**config.mk**
```make
export PLATFORM = sky130hd
export DESIGN_NAME = branch_target_buffer
export DESIGN_NICKNAME = d
export VERILOG_FILES = /design/src/rtl/branch_target_buffer_pkg.sv /design/src/rtl/branch_target_buffer_sat_counter2.sv /design/src/rtl/branch_target_buffer.sv
export SDC_FILE = /design/constraint.sdc
export NUM_CORES = 2
export LEC_CHECK = 0
export CELL_PAD_IN_SITES_DETAIL_PLACEMENT = 1
export CELL_PAD_IN_SITES_GLOBAL_PLACEMENT = 2
export CORE_MARGIN = 3
export CORE_UTILIZATION = 50
export CTS_CLUSTER_DIAMETER = 60
export DETAILED_ROUTE_END_ITERATION = 10
export HOLD_SLACK_MARGIN = 0.03
export PLACE_DENSITY = 0.89
export SLEW_MARGIN = 20
export SYNTH_ARGS = -nofsm -noshare
export SYNTH_HDL_FRONTEND = slang
export SYNTH_SLANG_ARGS = --single-unit
```
**constraint.sdc**
```tcl
create_clock -name clk -period 7.6 [get_ports clk]
set_input_delay 1.9 -clock clk [delete_from_list [all_inputs] [get_ports clk]]
set_output_delay 1.9 -clock clk [all_outputs]
set_load 0.005 [all_outputs]
```
**src/rtl/branch_target_buffer_pkg.sv**
```systemverilog
// Shared constants and counter helper for the direct-mapped branch target buffer.
package branch_target_buffer_pkg;

  localparam int BTB_INDEX_W = 6;

  localparam logic [1:0] CTR_SNT = 2'b00;
  localparam logic [1:0] CTR_WNT = 2'b01;
  localparam logic [1:0] CTR_WT  = 2'b10;
  localparam logic [1:0] CTR_ST  = 2'b11;

  // Saturating step toward taken (up=1) or not-taken (up=0).
  function automatic logic [1:0] sat_ctr_next(input logic [1:0] c, input logic up);
    if (up) return (c == CTR_ST)  ? c : c + 2'd1;
    else    return (c == CTR_SNT) ? c : c - 2'd1;
  endfunction

endpackage

```
**src/rtl/branch_target_buffer_sat_counter2.sv**
```systemverilog
// 2-bit saturating up/down counter next-state logic used by the BTB update path.
module sat_counter2
  import branch_target_buffer_pkg::*;
(
  input  logic [1:0] ctr,
  input  logic       up,
  output logic [1:0] nxt
);

  assign nxt = sat_ctr_next(ctr, up);

endmodule

```
**src/rtl/branch_target_buffer.sv**
```systemverilog
// Direct-mapped BTB with 2-bit direction counters: combinational IF lookup,
// EX-stage training, and branch/mispredict statistics.
module branch_target_buffer
  import branch_target_buffer_pkg::*;
#(
  parameter int INDEX_W = BTB_INDEX_W,
  parameter int TAG_W   = 32 - INDEX_W - 2
) (
  input  logic        clk,
  input  logic        rst_n,
  input  logic [31:0] pc_if,
  output logic        predict_f,
  output logic [31:0] predict_pc,
  input  logic        br_ex,
  input  logic        br_taken,
  input  logic [31:0] pc_ex_br,
  input  logic [31:0] br_target,
  input  logic        pred_ex,
  output logic [31:0] br_cnt,
  output logic [31:0] miss_cnt
);

  localparam int ENTRIES = 1 << INDEX_W;

  logic [ENTRIES-1:0] valid;
  logic [1:0]         ctr    [ENTRIES];
  logic [TAG_W-1:0]   tag    [ENTRIES];
  logic [31:0]        target [ENTRIES];

  // Instruction addresses are word aligned; the low two bits carry no information.
  logic unused_low_bits;
  assign unused_low_bits = ^{pc_if[1:0], pc_ex_br[1:0]};

  logic [INDEX_W-1:0] idx_f, idx_u;
  logic [TAG_W-1:0]   tag_f, tag_u;
  logic               hit_f, hit_u;
  logic [1:0]         ctr_nxt;

  assign idx_f = pc_if[INDEX_W+1:2];
  assign tag_f = pc_if[31:INDEX_W+2];
  assign idx_u = pc_ex_br[INDEX_W+1:2];
  assign tag_u = pc_ex_br[31:INDEX_W+2];

  assign hit_f = valid[idx_f] && (tag[idx_f] == tag_f);
  assign hit_u = valid[idx_u] && (tag[idx_u] == tag_u);

  // Lookup sees pre-update contents; writes land at the clock edge.
  assign predict_f  = hit_f & ctr[idx_f][1];
  assign predict_pc = hit_f ? target[idx_f] : 32'h0;

  sat_counter2 u_sat (
    .ctr (ctr[idx_u]),
    .up  (br_taken),
    .nxt (ctr_nxt)
  );

  always_ff @(posedge clk or negedge rst_n) begin
    if (!rst_n) begin
      valid <= '0;
      for (int i = 0; i < ENTRIES; i++) ctr[i] <= CTR_WNT;
    end else if (br_ex) begin
      if (hit_u) begin
        ctr[idx_u] <= ctr_nxt;
      end else if (br_taken) begin
        valid[idx_u] <= 1'b1;
        ctr[idx_u]   <= CTR_WT;
      end
    end
  end

  // Tag/target payload needs no reset: it is qualified by valid.
  always_ff @(posedge clk) begin
    if (br_ex && br_taken) begin
      target[idx_u] <= br_target;
      if (!hit_u) tag[idx_u] <= tag_u;
    end
  end

  always_ff @(posedge clk or negedge rst_n) begin
    if (!rst_n) begin
      br_cnt   <= '0;
      miss_cnt <= '0;
    end else if (br_ex) begin
      br_cnt <= br_cnt + 32'd1;
      if (pred_ex != br_taken) miss_cnt <= miss_cnt + 32'd1;
    end
  end

endmodule

```
# Yosys cells after proc, flatten, opt, wreduce, memory -nomap -nowiden

Memory sizes are Yosys's and may differ from the RTL's.
Index checks and enable logic that the tools add are counted.

Input bits: 101
Flip-flop bits (word level): 256
Word-level logic and storage cells: 127
RAM bits: 3584
Memories: 2
Output and inout port bits: 97

Memories:

| name   | words | width | rd ports | clocked after memory_dff | wr ports | RTL line                   | text |
|---|---|---|---|---|---|---|---|
| target | 64    | 32    | 1        | 0                        | 1        | branch_target_buffer.sv:28 | `logic [31:0] target [ENTRIES];` |
| tag    | 64    | 24    | 2        | 0                        | 1        | branch_target_buffer.sv:27 | `logic [TAG_W-1:0] tag [ENTRIES];` |

Reductions and logical operators: 10
Eq/ne operators: 4
Bitwise gates (word level): 8
Mux-type cells: 26
$add $sub $neg: 4
Order comparisons: 6

Operators with widths:

| kind                                                               | number |
|---|---|
| two-way mux 128 bit                                                | 2 |
| bitwise mux 128 bit                                                | 1 |
| bitwise OR 64 bit                                                  | 2 |
| adder 32 x 1 -> 32 bit (second input constant)                     | 2 |
| bitwise AND 64 bit                                                 | 1 |
| inverter 64 bit                                                    | 1 |
| == test 24 bit                                                     | 2 |
| two-way mux 32 bit                                                 | 1 |
| binary-select mux 2 bit (select 6 bit)                             | 2 |
| two-way mux 2 bit                                                  | 8 |
| greater-or-equal comparator 7 bit (second input constant)          | 2 |
| less-than comparator 6 x 7 -> 1 bit (second input constant)        | 2 |
| inverter 6 -> 7 bit                                                | 2 |
| binary-select mux 1 bit (select 6 bit)                             | 2 |
| demux 2 bit (select 6 bit)                                         | 1 |
| two-way mux 1 bit                                                  | 8 |
| less-than comparator 7 x 1 -> 1 bit (second input constant)        | 1 |
| demux 1 bit (select 6 bit)                                         | 1 |
| greater-or-equal comparator 6 x 1 -> 1 bit (second input constant) | 1 |
| logical AND 1 bit                                                  | 5 |
| AND reduction 2 bit                                                | 2 |
| AND reduction 3 bit                                                | 1 |
| adder 2 x 1 -> 2 bit (second input constant)                       | 1 |
| == test 2 bit (second input constant)                              | 1 |
| other kinds (6)                                                    | 6 |

# Longest topological paths before layout

Depth in word-level cells: 9
Mapped depth: 20
Mapped depth without buffers: 10

# Cells and area by module

A second synthesis with hierarchy kept.

Cells, all modules: 8042
Area, all modules: 163245.3 µm²

Modules (own cells, without submodules):

| module               | area each (µm²) | cells each | instances | seq. area each (µm²) |
|---|---|---|---|---|
| branch_target_buffer | 163219.0        | 8039       | 1         | 114109.4 |
| sat_counter2         | 26.3            | 3          | 1         | 0.0 |

# Least setup slack after synthesis

Ideal clock, no wire load.

Path type: input -> register
From: input port pc_ex_br[2]
To: memory tag[54][0] in the netlist's numbering, enable pin
Arrival: 6.860 ns
Cell stages on the path: 15
Setup time: 0.466 ns
Data required time: 7.134 ns
Setup slack: 0.274 ns
Cells stage by stage: buf_6 buf_6 buf_4 buf_2 buf_2 mux4_2 mux2i_1 o22ai_1 a211oi_2 xnor2_1 nor3_1 and3_1 and2_1 buf_2 nor4_1

Longest elaborated chain between the ends: 6

Ends and longest elaborated chain:

| element                                                                             | RTL line                   | text |
|---|---|---|
| start, declared                                                                     | branch_target_buffer.sv:16 | `input logic [31:0] pc_ex_br,` |
| memory read (64 x 24 bit) or binary-select mux 1 bit (select 6 bit) (tied branches) | --                         |  |
| == test 24 bit or two-way mux 1 bit (tied branches)                                 | branch_target_buffer.sv:45 | `assign hit_u = valid[idx_u] && (tag[idx_u] == tag_u);` |
| logical AND 1 bit                                                                   | branch_target_buffer.sv:45 |  |
| two-way mux 1 bit                                                                   | branch_target_buffer.sv:75 | `if (!hit_u) tag[idx_u] <= tag_u;` |
| two-way mux 1 bit                                                                   | branch_target_buffer.sv:73 | `if (br_ex && br_taken) begin` |
| two-way mux 1 bit (not written as such)                                             | branch_target_buffer.sv:75 |  |
| end, declared                                                                       | branch_target_buffer.sv:27 |  |

Several ways; a longest one is shown, not always the timed one. The select of a mux whose other input is x is not followed.

# Final worst setup path

From: input port pc_if[2]
To: output port predict_pc[31]

Longest elaborated chain between the ends: 4

Ends and longest elaborated chain:

| element                                                                             | RTL line                   | text |
|---|---|---|
| start, declared                                                                     | branch_target_buffer.sv:11 | `input logic [31:0] pc_if,` |
| memory read (64 x 24 bit) or binary-select mux 1 bit (select 6 bit) (tied branches) | --                         |  |
| == test 24 bit or two-way mux 1 bit (tied branches)                                 | branch_target_buffer.sv:44 | `assign hit_f = valid[idx_f] && (tag[idx_f] == tag_f);` |
| logical AND 1 bit                                                                   | branch_target_buffer.sv:44 |  |
| two-way mux 32 bit (*)                                                              | branch_target_buffer.sv:49 | `assign predict_pc = hit_f ? target[idx_f] : 32'h0;` |
| end, declared                                                                       | branch_target_buffer.sv:13 | `output logic [31:0] predict_pc,` |

Mark *: on every way between the ends. The rest lies on a longest branch, timed or not. The select of a mux whose other input is x is not followed.

==> impl_results.md <==
- DR WL/cell: 46.88 µm
- Synth Area in Compound Gates: 0.03688
- Yosys Warn Count: 0
- Arr. time, crit path: 6150 ps
- Pwr Density: 246.9 nW/µm²
- Antenna Violating Nets Remaining: 0
- Synth Instances: 8140
- Largest fanout on the critical path: 8
- Max Root-Sink Buffers: 4
- Yosys top cell area share: 0.6555
- Post-Synth Simple-Gate Area: 0.02833
- # rows: 209
- Hold path start: br_cnt[31]
- Synth cell types: 88
- Clock Skew: 105.2 ps
- Top cells by area, synth: edfxtp_1 66%, mux4_2 19%, dfrtp_1 2.9%, mux2i_1 2.2%, dfstp_2 1.0%
- Pleak: 0.06205 µW
- Largest net degree at the start of global routing: 155
- Status: finished, violations left
- Syn Std Cell Area: 164200 µm²
- Avg Inst Size Synth: 20.17 µm²
- Metal2 WL: 288.8 mm
- Setup crit end kind: primary output
- Hold/Removal Path Class: register to register
- Post-synthesis mux area share: 0.2153
- Layout Nets: 8882
- Startpoint Class: primary input
- WHS Endpoint: br_cnt[31]
- First-pass detailed-route iteration total: 6
- Final hold viol count: 0
- Syn nets: 8243
- Post-Route M1 WL: 194.8 mm
- All-layer global routing usage: 0.3737
- Congestion Overflow GR: 0
- Violated checks: setup timing
- Worst EP required: 5700 ps
- Slew Limit Fails: 0
- Share of layout cells above drive strength 1: 0.3338
- Root Buffer: clkbuf_16
- Reg2reg path depth: 12
- Power Total: 46950 µW
- Via density: 7.629
- First-pass GRT wire length: 865.3 mm
- Post-synth EDFFs: 3584
- Period utilisation layout: 1.059
- IO Pins: 198
- Commonest non-fill, non-tap cell in the layout: edfxtp_1
- Final Critical Period: 8050 ps
- Vias in the first global route: 104394
- Clk_lat worst skew: 1050 ps
- Drc violations: 0
- Worst setup margin: -449.8 ps
- Reg2reg end: tag[46][11]
- Clk slew on worst S/H paths: 50 ps
- Initial drt markers: 19929
- R2r startpoint: tag[45][9]
- Die height: 579.0 µm
- #FFs+latches synth: 3840
- Max cap viols: 0
- Initial Utilization: 0.5043
- Slew headroom: 0.2057
- H-Tree Depth: 5
- Adder-Cell Fraction of Synth Area: 0.0002743
- IO buf count: 193
- Post-synthesis xor/xnor area fraction: 0.005014
- P&R area growth vs syn: 15.82%
- Non-Filler Instances: 13470
- Top FF cell, synth: edfxtp_1
- Setup tns final: -12830 ps
- Wire length on met3: 89.37 mm
- Commonest non-fill, non-tap cells in the layout: 3584 x edfxtp_1, 1387 x mux4_2, 441 x buf_4
- CTS tree: yes
- Sequential-to-total area share from yosys stat: 0.6950
- Crit Path Category: primary input to primary output
- Die width: 579.0 µm
- TritonCTS buffer count: 398
- Placer Congestion: 0.9264
- Dpl cells: 12671
- Worst-margin pin slew: 1187 ps
- Die area: 335300 µm²
- HPWL after detailed placement: 340.8 mm
- Area leader, netlist: edfxtp_1
- Post-Route WL: 631.5 mm
- Initial antenna violation count: 40
- Unrepaired setup endpoints after global routing: yes
- Setup violators final: 33
- # fillers: 27563
- Max VDD drop: 221.9 µV
- Post-synth ARST share: 0.06667
- Reg2Reg Setup Slack: 2340 ps
- Hold Path Depth: 1
- Peak Freq: 124.2 MHz
- Core ar.: 325600 µm²
- Clock sink count: 3840
- Vias: 102765
- Largest family of logic cells by synthesized area: multiplexers
- Uppermost routed layer: met5
==> cells by family after synthesis <==
kind of cell    Yosys count
compound gates          864
xor+xnor                 94
fa+ha+maj                 4
buf+inv                 635
flops                  3840
mux                    1793
simple gates            910
==> sequential cells by signal, indices dropped and copies added (netlist names) <==
register  count
miss_cnt     32
target     2048
br_cnt       32
valid        64
tag        1536
ctr         128
==> how the worst max path moves through the flow <==
stage | endpoint | start
floorplan | tag[54][0] | pc_ex_br[2]
global placement | predict_pc[31] | pc_if[2]
detailed placement | predict_pc[31] | pc_if[2]
finish | predict_pc[31] | pc_if[2]
CTS | predict_pc[7] | pc_if[2]
global route | predict_pc[13] | pc_if[2]
==> cell usage after synthesis, types with 46 or more instances <==
library cell	n
a21oi_1	160
dfstp_2	64
nand3_1	132
clkbuf_1	251
nand2_1	215
a21o_1	60
o21ai_0	68
a22oi_1	172
nor2_1	160
a221oi_1	67
mux4_2	1387
nand2b_1	51
buf_4	46
a211oi_1	76
o22ai_1	56
buf_2	207
edfxtp_1	3584
dfrtp_1	192
mux2i_1	365
nor3_1	100
buf_1	51
xnor2_1	70
==> final cells by class <==
cell class | count | area [µm²] | area share
flip-flops and latches | 3840 | 114100 | 0.6001
multi-input cells | 3665 | 48070 | 0.2528
clock buffers | 496 | 10490 | 0.05519
repair buffers | 837 | 9568 | 0.05032
well taps | 4325 | 5411 | 0.02846
clock inverters | 231 | 2267 | 0.01192
inverters | 37 | 140.1 | 0.0007369
diodes | 39 | 97.59 | 0.0005132
==> power breakdown <==
part / switching [µW] / total (µW) / leakage [µW] / internal (µW)
Sequential: 191 / 23500 / 0.0354 / 23300
Clock: 8930 / 19900 / 0.00618 / 11000
Combinational: 2100 / 3560 / 0.0204 / 1460
Total: 11200 / 46900 / 0.0620 / 35700
==> routing by layer <==
metal | global-route usage | up-vias
li1 | - | 35919
met1 | 0.4506 | 52906
met2 | 0.5644 | 11018
met3 | 0.1208 | 2888
met4 | 0.2817 | 34
met5 | 0 | -
==> critical path, stage by stage <==
cell,delay (ps)
buf_16,180
buf_16,150
buf_8,110
mux4_2,510
mux4_2,520
mux4_2,590
xnor2_2,190
buf_4,150
nand4_1,270
nor4_4,530
buf_4,240
nand3_4,80
buf_12,180
buf_8,160
a211oi_4,190
buf_2,160
==> repair_timing <==
item | in CTS | in global routing
pin swaps | 7 | 6
cloned | 8 | 2
setup buffers | 15 | 15
hold buffers | 0 | 0
endpoints found under the setup margin | 33 | 33
gates resized for setup | 206 | 45
==> metrics by stage <==
stage / utilization / setup slack [ps] / hold WS [ps] / area [µm²]
3_3_place_gp: 0.5414 / -1187 / 448.7 / 176300
3_5_place_dp: 0.5414 / -1406 / 462.2 / 176300
4_1_cts: 0.5823 / -287.5 / 486.8 / 189600
2_1_floorplan: - / 274.4 / 435.9 / 164200
5_1_grt: 0.5839 / -434.6 / 503.9 / 190100
6_report: 0.5841 / -449.8 / 479.7 / 190200
(Power assumes the default switching activity.)
